===== config.mk =====
export PLATFORM = sky130hd
export DESIGN_NAME = kw_lookup_ctrl
export DESIGN_NICKNAME = d
export VERILOG_FILES = /design/src/rtl/kw_lookup_ctrl.sv
export SDC_FILE = /design/constraint.sdc
export NUM_CORES = 1
export LEC_CHECK = 0
export BUFFER_PORTS_ARGS = -buffer_cell sky130_fd_sc_hd__buf_2
export CAP_MARGIN = 25
export CORE_MARGIN = 5
export CORE_UTILIZATION = 45
export CTS_CLUSTER_SIZE = 20
export DETAILED_ROUTE_END_ITERATION = 16
export PLACE_DENSITY = 0.73
export SLEW_MARGIN = 20
export SYNTH_ARGS = -nofsm -noshare
export SYNTH_HDL_FRONTEND = slang
export SYNTH_SLANG_ARGS = --single-unit

===== constraint.sdc =====
create_clock -name clk -period 3.7 [get_ports clk]
set_clock_uncertainty 0.15 [all_clocks]
set_input_delay 0.37 -clock clk [delete_from_list [all_inputs] [get_ports clk]]
set_output_delay 0.37 -clock clk [all_outputs]
set_load 0.1 [all_outputs]

===== src/rtl/kw_lookup_ctrl.sv =====
// Streaming identifier collector that sweeps a synchronous keyword ROM and emits one
// classification record per token. Optional `KW_CASE_FOLD_EN folds A-Z to a-z on store.
module kw_lookup_ctrl #(
    parameter int MAXLEN = 12,
    parameter int NKW    = 102,
    parameter int AW     = 7,
    parameter int LW     = 4
) (
    input  logic                clk,
    input  logic                reset,
    input  logic [7:0]          in_char,
    input  logic                in_valid,
    input  logic                in_last,
    output logic                in_ready,
    output logic [AW-1:0]       rom_addr,
    input  logic [8*MAXLEN-1:0] rom_data,
    input  logic [LW-1:0]       rom_len,
    output logic                out_valid,
    input  logic                out_ready,
    output logic                out_kw,
    output logic [AW-1:0]       out_idx,
    output logic [LW-1:0]       out_len,
    output logic                out_ovf
);

    localparam logic [LW-1:0] MAXLEN_L = LW'(MAXLEN);
    localparam logic [AW-1:0] LAST_IDX = AW'(NKW - 1);

    typedef enum logic [1:0] {COLLECT, SEARCH, EMIT} state_t;
    state_t state, state_nxt;

    logic [8*MAXLEN-1:0] tok_buf;
    logic [LW-1:0]       tok_len;
    logic                tok_ovf;
    logic                cmp_vld;
    logic [AW-1:0]       cmp_idx;

    logic                is_id;
    logic [7:0]          char_st;
    logic                accept;
    logic                full;
    logic                close;
    logic                ovf_close;
    logic [MAXLEN-1:0]   byte_eq;
    logic                match;
    logic                last_cmp;

    always_comb begin
        is_id = ((in_char >= 8'h61) && (in_char <= 8'h7A)) ||
                ((in_char >= 8'h41) && (in_char <= 8'h5A)) ||
                ((in_char >= 8'h30) && (in_char <= 8'h39)) ||
                (in_char == 8'h5F) || (in_char == 8'h24);
    end

`ifdef KW_CASE_FOLD_EN
    assign char_st = ((in_char >= 8'h41) && (in_char <= 8'h5A)) ? (in_char | 8'h20) : in_char;
`else
    assign char_st = in_char;
`endif

    assign accept    = in_valid && (state == COLLECT);
    assign full      = (tok_len == MAXLEN_L);
    // A token closes on a delimiter after content, or on in_last riding an identifier char.
    assign close     = accept && (is_id ? in_last : (tok_len != '0));
    assign ovf_close = tok_ovf || (is_id && full);

    // Bytes at or past the token length are ignored so ROM padding never matters.
    for (genvar i = 0; i < MAXLEN; i++) begin : g_cmp
        assign byte_eq[i] = (LW'(i) >= tok_len) ||
                            (rom_data[8*i +: 8] == tok_buf[8*i +: 8]);
    end

    assign match    = cmp_vld && (rom_len == tok_len) && (&byte_eq);
    assign last_cmp = cmp_vld && (cmp_idx == LAST_IDX);

    always_ff @(posedge clk or negedge reset) begin
        if (!reset) state <= COLLECT;
        else        state <= state_nxt;
    end

    always_comb begin
        state_nxt = state;
        in_ready  = 1'b0;
        case (state)
            COLLECT: begin
                in_ready = 1'b1;
                if (close) state_nxt = ovf_close ? EMIT : SEARCH;
            end
            SEARCH:  if (match || last_cmp) state_nxt = EMIT;
            EMIT:    if (out_ready) state_nxt = COLLECT;
            default: state_nxt = COLLECT;
        endcase
    end

    always_ff @(posedge clk or negedge reset) begin
        if (!reset) begin
            tok_buf   <= '0;
            tok_len   <= '0;
            tok_ovf   <= 1'b0;
            rom_addr  <= '0;
            cmp_vld   <= 1'b0;
            cmp_idx   <= '0;
            out_valid <= 1'b0;
            out_kw    <= 1'b0;
            out_idx   <= '0;
            out_len   <= '0;
            out_ovf   <= 1'b0;
        end else begin
            case (state)
                COLLECT: if (accept) begin
                    if (is_id) begin
                        for (int i = 0; i < MAXLEN; i++)
                            if (tok_len == LW'(i)) tok_buf[8*i +: 8] <= char_st;
                        if (full) tok_ovf <= 1'b1;
                        else      tok_len <= tok_len + 1'b1;
                    end
                    if (close) begin
                        if (ovf_close) begin
                            out_valid <= 1'b1;
                            out_kw    <= 1'b0;
                            out_idx   <= '0;
                            out_len   <= MAXLEN_L;
                            out_ovf   <= 1'b1;
                            tok_buf   <= '0;
                            tok_len   <= '0;
                            tok_ovf   <= 1'b0;
                        end else begin
                            rom_addr <= '0;
                            cmp_vld  <= 1'b0;
                        end
                    end
                end
                SEARCH: begin
                    // Data returned this cycle belongs to the address issued last cycle.
                    cmp_vld <= 1'b1;
                    cmp_idx <= rom_addr;
                    if (rom_addr != LAST_IDX) rom_addr <= rom_addr + 1'b1;
                    if (match || last_cmp) begin
                        out_valid <= 1'b1;
                        out_kw    <= match;
                        out_idx   <= match ? cmp_idx : '0;
                        out_len   <= tok_len;
                        out_ovf   <= 1'b0;
                        tok_buf   <= '0;
                        tok_len   <= '0;
                        tok_ovf   <= 1'b0;
                        rom_addr  <= '0;
                        cmp_vld   <= 1'b0;
                    end
                end
                EMIT: if (out_ready) out_valid <= 1'b0;
                default: ;
            endcase
        end
    end

endmodule

After elaboration in Yosys (flattened, before gate mapping):

Index checks and enable logic that the tools add are counted.
Widths: inputs -> output; s select.

* bits of input ports: 113
* bits in registers: 132
* output and inout port bits: 22
* logic and storage cells: 182

* multiplexer cells: 73
* reductions and logical operators: 39
* add/sub/neg operators: 2
* eq/ne operators: 38
* order comparisons: 18

Operator list (count)
* $mux 96: 5
* $pmux 96 s2: 1
* $eq 8x8->1: 12
* $mux 8: 12
* $mux 7: 10
* $mux 4: 10
* $pmux 7 s2: 2
* $mux 1: 21
* $eq 4x4->1 const B: 5
* $logic_or 1x1->1: 18
* $eq 4x3->1 const B: 4
* $ge 3x4->1 const A: 4
* $ge 4x4->1 const A: 4
* $ge 8x7->1 const B: 2
* $le 8x7->1 const B: 2
* $pmux 4 s2: 2
* $ne 2x2->1 const B: 6
* $reduce_and 12->1: 1
* $reduce_and 5->1: 2
* $logic_and 1x1->1: 9
* $eq 4x2->1 const B: 2
* $eq 8x6->1 const B: 1
* $eq 8x7->1 const B: 1
* $ge 1x4->1 const A: 2
* other kinds (24): 32

Logic depth before layout (Yosys ltp):

* word-level depth: 12
* gate-level depth with buffers: 11
* depth with buffers taken out: 9

Worst setup path before layout:

OpenSTA, ideal clock, no wires.

* kind: flip-flop to flip-flop
* start point: reg state[1]
* end point: reg tok_buf[0]
* clock period less this slack: 3430 ps
* arrival time: 3159 ps
* stages on the path, launching flop included: 9
* setup slack: 270 ps
* library setup time: 121 ps
* buffers on the path: 2
* required time: 3429 ps
* path through: dfrtp_1 -> clkbuf_1 -> nor2_1 -> and2_1 -> nand4_1 -> o311ai_2 -> buf_2 -> o211ai_1 -> a22o_1

* word-level cells in the longest chain between the ends: 6
* elaborated cells between the ends (all ways): 11
* those cells by class: eq/ne (3); mux (3); reduce/logical (5)

Ends and longest elaborated chain
* start, declared: line 30 `state_t state, state_nxt;`
* start signal, assigned: line 78 `else state <= state_nxt;`
* $logic_not 2->1: line 61, 109
* $logic_and 1x1->1: line 61 `assign accept = in_valid && (state == COLLECT);`
* $logic_and 1x1->1: line 64 `assign close = accept && (is_id ? in_last : (tok_len != '0));`
* $mux 96: line 117 `if (close) begin`
* $mux 96: line 110 `COLLECT: if (accept) begin`
* $pmux 96 s2: line 109 `case (state)`
* end signal, assigned by index: line 113 `if (tok_len == LW'(i)) tok_buf[8*i +: 8] <= char_st;`
* end, declared: line 32 `logic [8*MAXLEN-1:0] tok_buf;`

Several ways; a longest one is shown, not always the timed one. The select of a mux whose other input is x is not followed.
A chain may end at the register's enable or synchronous reset.

Final worst setup path:

* start point: reg tok_len[1]
* end point: reg out_idx[2]

* word-level cells in the longest chain between the ends: 7
* elaborated cells between the ends (all ways): 42
* those cells by class: order compare (12); eq/ne (5); mux (4); reduce/logical (21)

Ends and longest elaborated chain
* start, declared: line 33 `logic [LW-1:0] tok_len;`
* start signal, assigned: line 115 `else tok_len <= tok_len + 1'b1;`
* $ge 1x4->1 (tied with other cells): line 69 `assign byte_eq[i] = (LW'(i) >= tok_len) ||`
* $logic_or 1x1->1: line 69
* $reduce_and 12->1: line 73 `assign match = cmp_vld && (rom_len == tok_len) && (&byte_eq);`
* $logic_and 1x1->1: line 73
* $mux 7 or $logic_or 1x1->1 (tied branches): line 141, 138
* $mux 7 or $ne 2x2->1 (tied branches)
* $pmux 7 s2 or $reduce_and 5->1 (tied branches)
* end signal, assigned: line 141 `out_idx <= match ? cmp_idx : '0;`
* end, declared: line 21 `output logic [AW-1:0] out_idx,`

Several ways; a longest one is shown, not always the timed one. The select of a mux whose other input is x is not followed.

==> metrics.cfg <==
[outcome]
result_of_the_run = finished, final reports clean

[worst_setup_path]
wp_depth = 10
critical-path-slowest-cell = sky130_fd_sc_hd__dfrtp_1
critical_path_buffers_and_inverters = 3
reg2regPathDepth = 10
critical_path_class = flop to flop
timing.critical_path.mode_cell = sky130_fd_sc_hd__inv_1
cp.required_ns = 3.85
critical-path-top-delay-family = compound AO/OA/AOI/OAI gates
worst_setup_path_start_kind = flop
worst_setup_path_end_kind = flop
critPathArrivalTime_ns = 3.54
path_max_fanout = 27
cp_cell_sequence = inv_1 -> ha_1 -> inv_1 -> o221ai_1 -> and4_1 -> o2111ai_1 -> o31ai_4 -> buf_4 -> nand2_1 -> a32o_1
cp_slowest_stage_delay_ns = 0.52

[placed_design]
dp.cells = 908
dp_hpwl_um = 13900
numPortBuffers = 134
routabilityCongestion = 0.935
post_dp_cell_area_um2 = 7590

[power]
static-leakage-power_uw = 0.00390
power_density_normalized_to_cell_area_nw_per_um2 = 652
irDropWorstVdd_uv = 394

[clock_network]
path_clk_slew_ns = 0.06
clkSinkCount = 132
post_cts.repair.setup_buffers = 0
clkLatencyLatePin_ns = 0.41
ctsHtreeMaxLevel = 4
postCtsHoldBufs = 1
cts_tree = done
cts_repair_resize_count = 0
clk_root_buffer_cell = sky130_fd_sc_hd__clkbuf_16
numCtsBuffers = 17
clockBufferDepth = 2

[finish]
flow.area_growth_from_synthesis_pct = 22.8
design_area_um2 = 8160
final_cell_count_no_fill = 938
insertedDiodeCount = 0
final_core_utilization_pct = 56.1
proportion_of_layout_cells_with_a_drive_suffix_above_1_pct = 25.7
fin_nets = 863

[timing]
finalHoldViolCount = 0
max_clock_freq_mhz = 295
unrepaired_setup_endpoints_after_global_routing = no
slew_viol_final = 0
worstMarginPinSlew_ns = 0.860
setup_tns_ns = 0
final_min_period_over_clock_period_pct = 91.7
max-slew-margin-rel_pct = 42.6
hold-worst-slack_ns = 0.0503
layout_min_cycle_time_ns = 3.39
setup_viol = 0

[floorplan]
design.portCount = 135
fp.dieH_um = 132
coreArea_um2 = 14500
rows = 44
floorplan.initialDensity_pct = 45.7
fp.dieArea_um2 = 17300
die-width_um = 132

[detailed_routing]
totalWireLength_um = 19100
wl_per_instance_um = 20.3
detailroute.via_count = 5546
detail_route.drc_violations = 0
post_drt_via_cell_ratio = 5.91
drtAntennaViolNets = 0
first_iter_violations = 328
firstDrtPassIters = 5

[yosys]
synth.largest_area_cell = sky130_fd_sc_hd__dfrtp_1
netlist_top_cells_area = sky130_fd_sc_hd__dfrtp_1 50%, sky130_fd_sc_hd__a22o_1 9.6%, sky130_fd_sc_hd__xnor2_1 9.6%, sky130_fd_sc_hd__xor2_1 3.6%, sky130_fd_sc_hd__a32o_1 3.2%
synth_seq_cells = 132
synth_enable_flop_cells = 0
yosys.cell_count.top_type = sky130_fd_sc_hd__dfrtp_1
post_synth_num_cell_types = 54
asyncSetResetFlopFracSynth_pct = 100
yosys_warnings = 0
postSynthCellCount = 600
ys_top_cells_by_count = 132 x sky130_fd_sc_hd__dfrtp_1, 73 x sky130_fd_sc_hd__a22o_1, 73 x sky130_fd_sc_hd__xnor2_1
yosysSeqAreaShare_pct = 49.7
syn_avg_cell_area_um2 = 11.1
synth_largest_type_area_fraction_pct = 49.7
synth_area_um2 = 6650
syn-num-nets = 718
synth_top_flop_cell = sky130_fd_sc_hd__dfrtp_1

[flow_run]
max_cap_violations = 0

[global_routing]
gr-usage-all-layers_pct = 22.0
grt_max_degree = 71
globalRouteOverflowTotal = 0
wire_length_of_the_first_global_routing_pass_um = 30800
first_global_vias = 5756
antenna_found_initial = 0

[hold_path]
min-delay-path-class = primary input to flop
hold_depth = 2

## per-stage QoR
stage | setup slack, ns | power [uW]
floorplan | 0.270 | 3190
global placement | 0.390 | 3670
detailed placement | 0.374 | 3720
CTS | 0.340 | 5330
global route | 0.0814 | 5580
finish | 0.306 | 5320
## sequential cells by signal, indices dropped and copies added, names as in the netlist
register	flops
tok_buf	96
out_kw	1
tok_len	4
out_valid	1
out_ovf	1
cmp_vld	1
cmp_idx	7
rom_addr	7
out_idx	7
tok_ovf	1
state	2
out_len	4
## routing by layer
| layer | wire length (um) | GRT usage, % | share of wire [%] | vias up |
|---|---|---|---|---|
| met5 | 0 | 0 | 0 | - |
| met4 | 449 | 7.89 | 2.4 | 0 |
| met3 | 1210 | 5.31 | 6.3 | 36 |
| met2 | 9110 | 34.7 | 48 | 250 |
| met1 | 8310 | 29.8 | 44 | 2749 |
| li1 | - | - | - | 2511 |
## logic make-up after synthesis
family                     Yosys count  synth area share [%]
AOI/OAI and AO/OA                  162                  20.2
and+or+nand+nor                    160                  13.3
muxes                                3                 0.471
DFF                                132                  49.7
buffers and inverters               38                  2.26
xor gates and xnor gates           100                  13.2
adders and majority gates            5                 0.941
## report_power, final
group,internal (uW),switching [uW],leakage (uW)
clock,1030,579,0.000271
sequential,1650,236,0.00181
combinational,611,1220,0.00182
## path summary, 6_finish.rpt
| check | startpoint | to | slack (ns) |
|---|---|---|---|
| setup / recovery | tok_len[1] | out_idx[2] | 0.31 |
| hold / removal | out_ready | state[1] | 0.05 |
| setup reg to reg | tok_len[1] | out_idx[2] | 0.31 |
| hold reg to reg | out_kw | out_kw | 0.35 |
| max in group asynchronous | reset | tok_buf[37] | 2.10 |
| min in group asynchronous | reset | tok_buf[95] | 0.45 |
## layout by cell type (no fill, tap or decap), types with 2 or more instances in the layout
master and n:
sky130_fd_sc_hd__buf_2 133, sky130_fd_sc_hd__dfrtp_1 132, sky130_fd_sc_hd__xnor2_1 73, sky130_fd_sc_hd__a22o_1 73
sky130_fd_sc_hd__nand2_1 35, sky130_fd_sc_hd__xor2_1 27, sky130_fd_sc_hd__nor2_1 23, sky130_fd_sc_hd__a32o_1 21
sky130_fd_sc_hd__buf_4 20, sky130_fd_sc_hd__nand4_1 19, sky130_fd_sc_hd__clkbuf_16 17, sky130_fd_sc_hd__o21ai_0 16
sky130_fd_sc_hd__a21o_1 16, sky130_fd_sc_hd__and2_1 14, sky130_fd_sc_hd__nand3_1 13, sky130_fd_sc_hd__nor3_1 10
sky130_fd_sc_hd__inv_1 9, sky130_fd_sc_hd__nand2b_1 9, sky130_fd_sc_hd__a21oi_1 9, sky130_fd_sc_hd__nor4_1 8
sky130_fd_sc_hd__nand3_2 7, sky130_fd_sc_hd__and3_1 5, sky130_fd_sc_hd__o2bb2ai_1 5, sky130_fd_sc_hd__ha_1 5
sky130_fd_sc_hd__nor2b_1 4, sky130_fd_sc_hd__a31oi_1 3, sky130_fd_sc_hd__clkbuf_1 3, sky130_fd_sc_hd__clkbuf_8 3
sky130_fd_sc_hd__and4b_1 2, sky130_fd_sc_hd__nor4b_1 2, sky130_fd_sc_hd__or4_1 2, sky130_fd_sc_hd__o221ai_1 2
sky130_fd_sc_hd__nor4bb_1 2, sky130_fd_sc_hd__mux2i_1 2, sky130_fd_sc_hd__or2_2 2, sky130_fd_sc_hd__a2bb2oi_1 2
sky130_fd_sc_hd__clkinv_2 2, sky130_fd_sc_hd__bufinv_16 2
## cell type report
type / instances / area (um2)
multi-input combinational: 430 / 3190
clock inverter: 5 / 77.6
inverter: 9 / 33.8
timing repair buffer: 155 / 846
clock buffer: 23 / 478
sequential: 132 / 3300
tap: 184 / 230
fill: 1266 / 6370
Note: power is estimated with default switching activity, not from simulation.
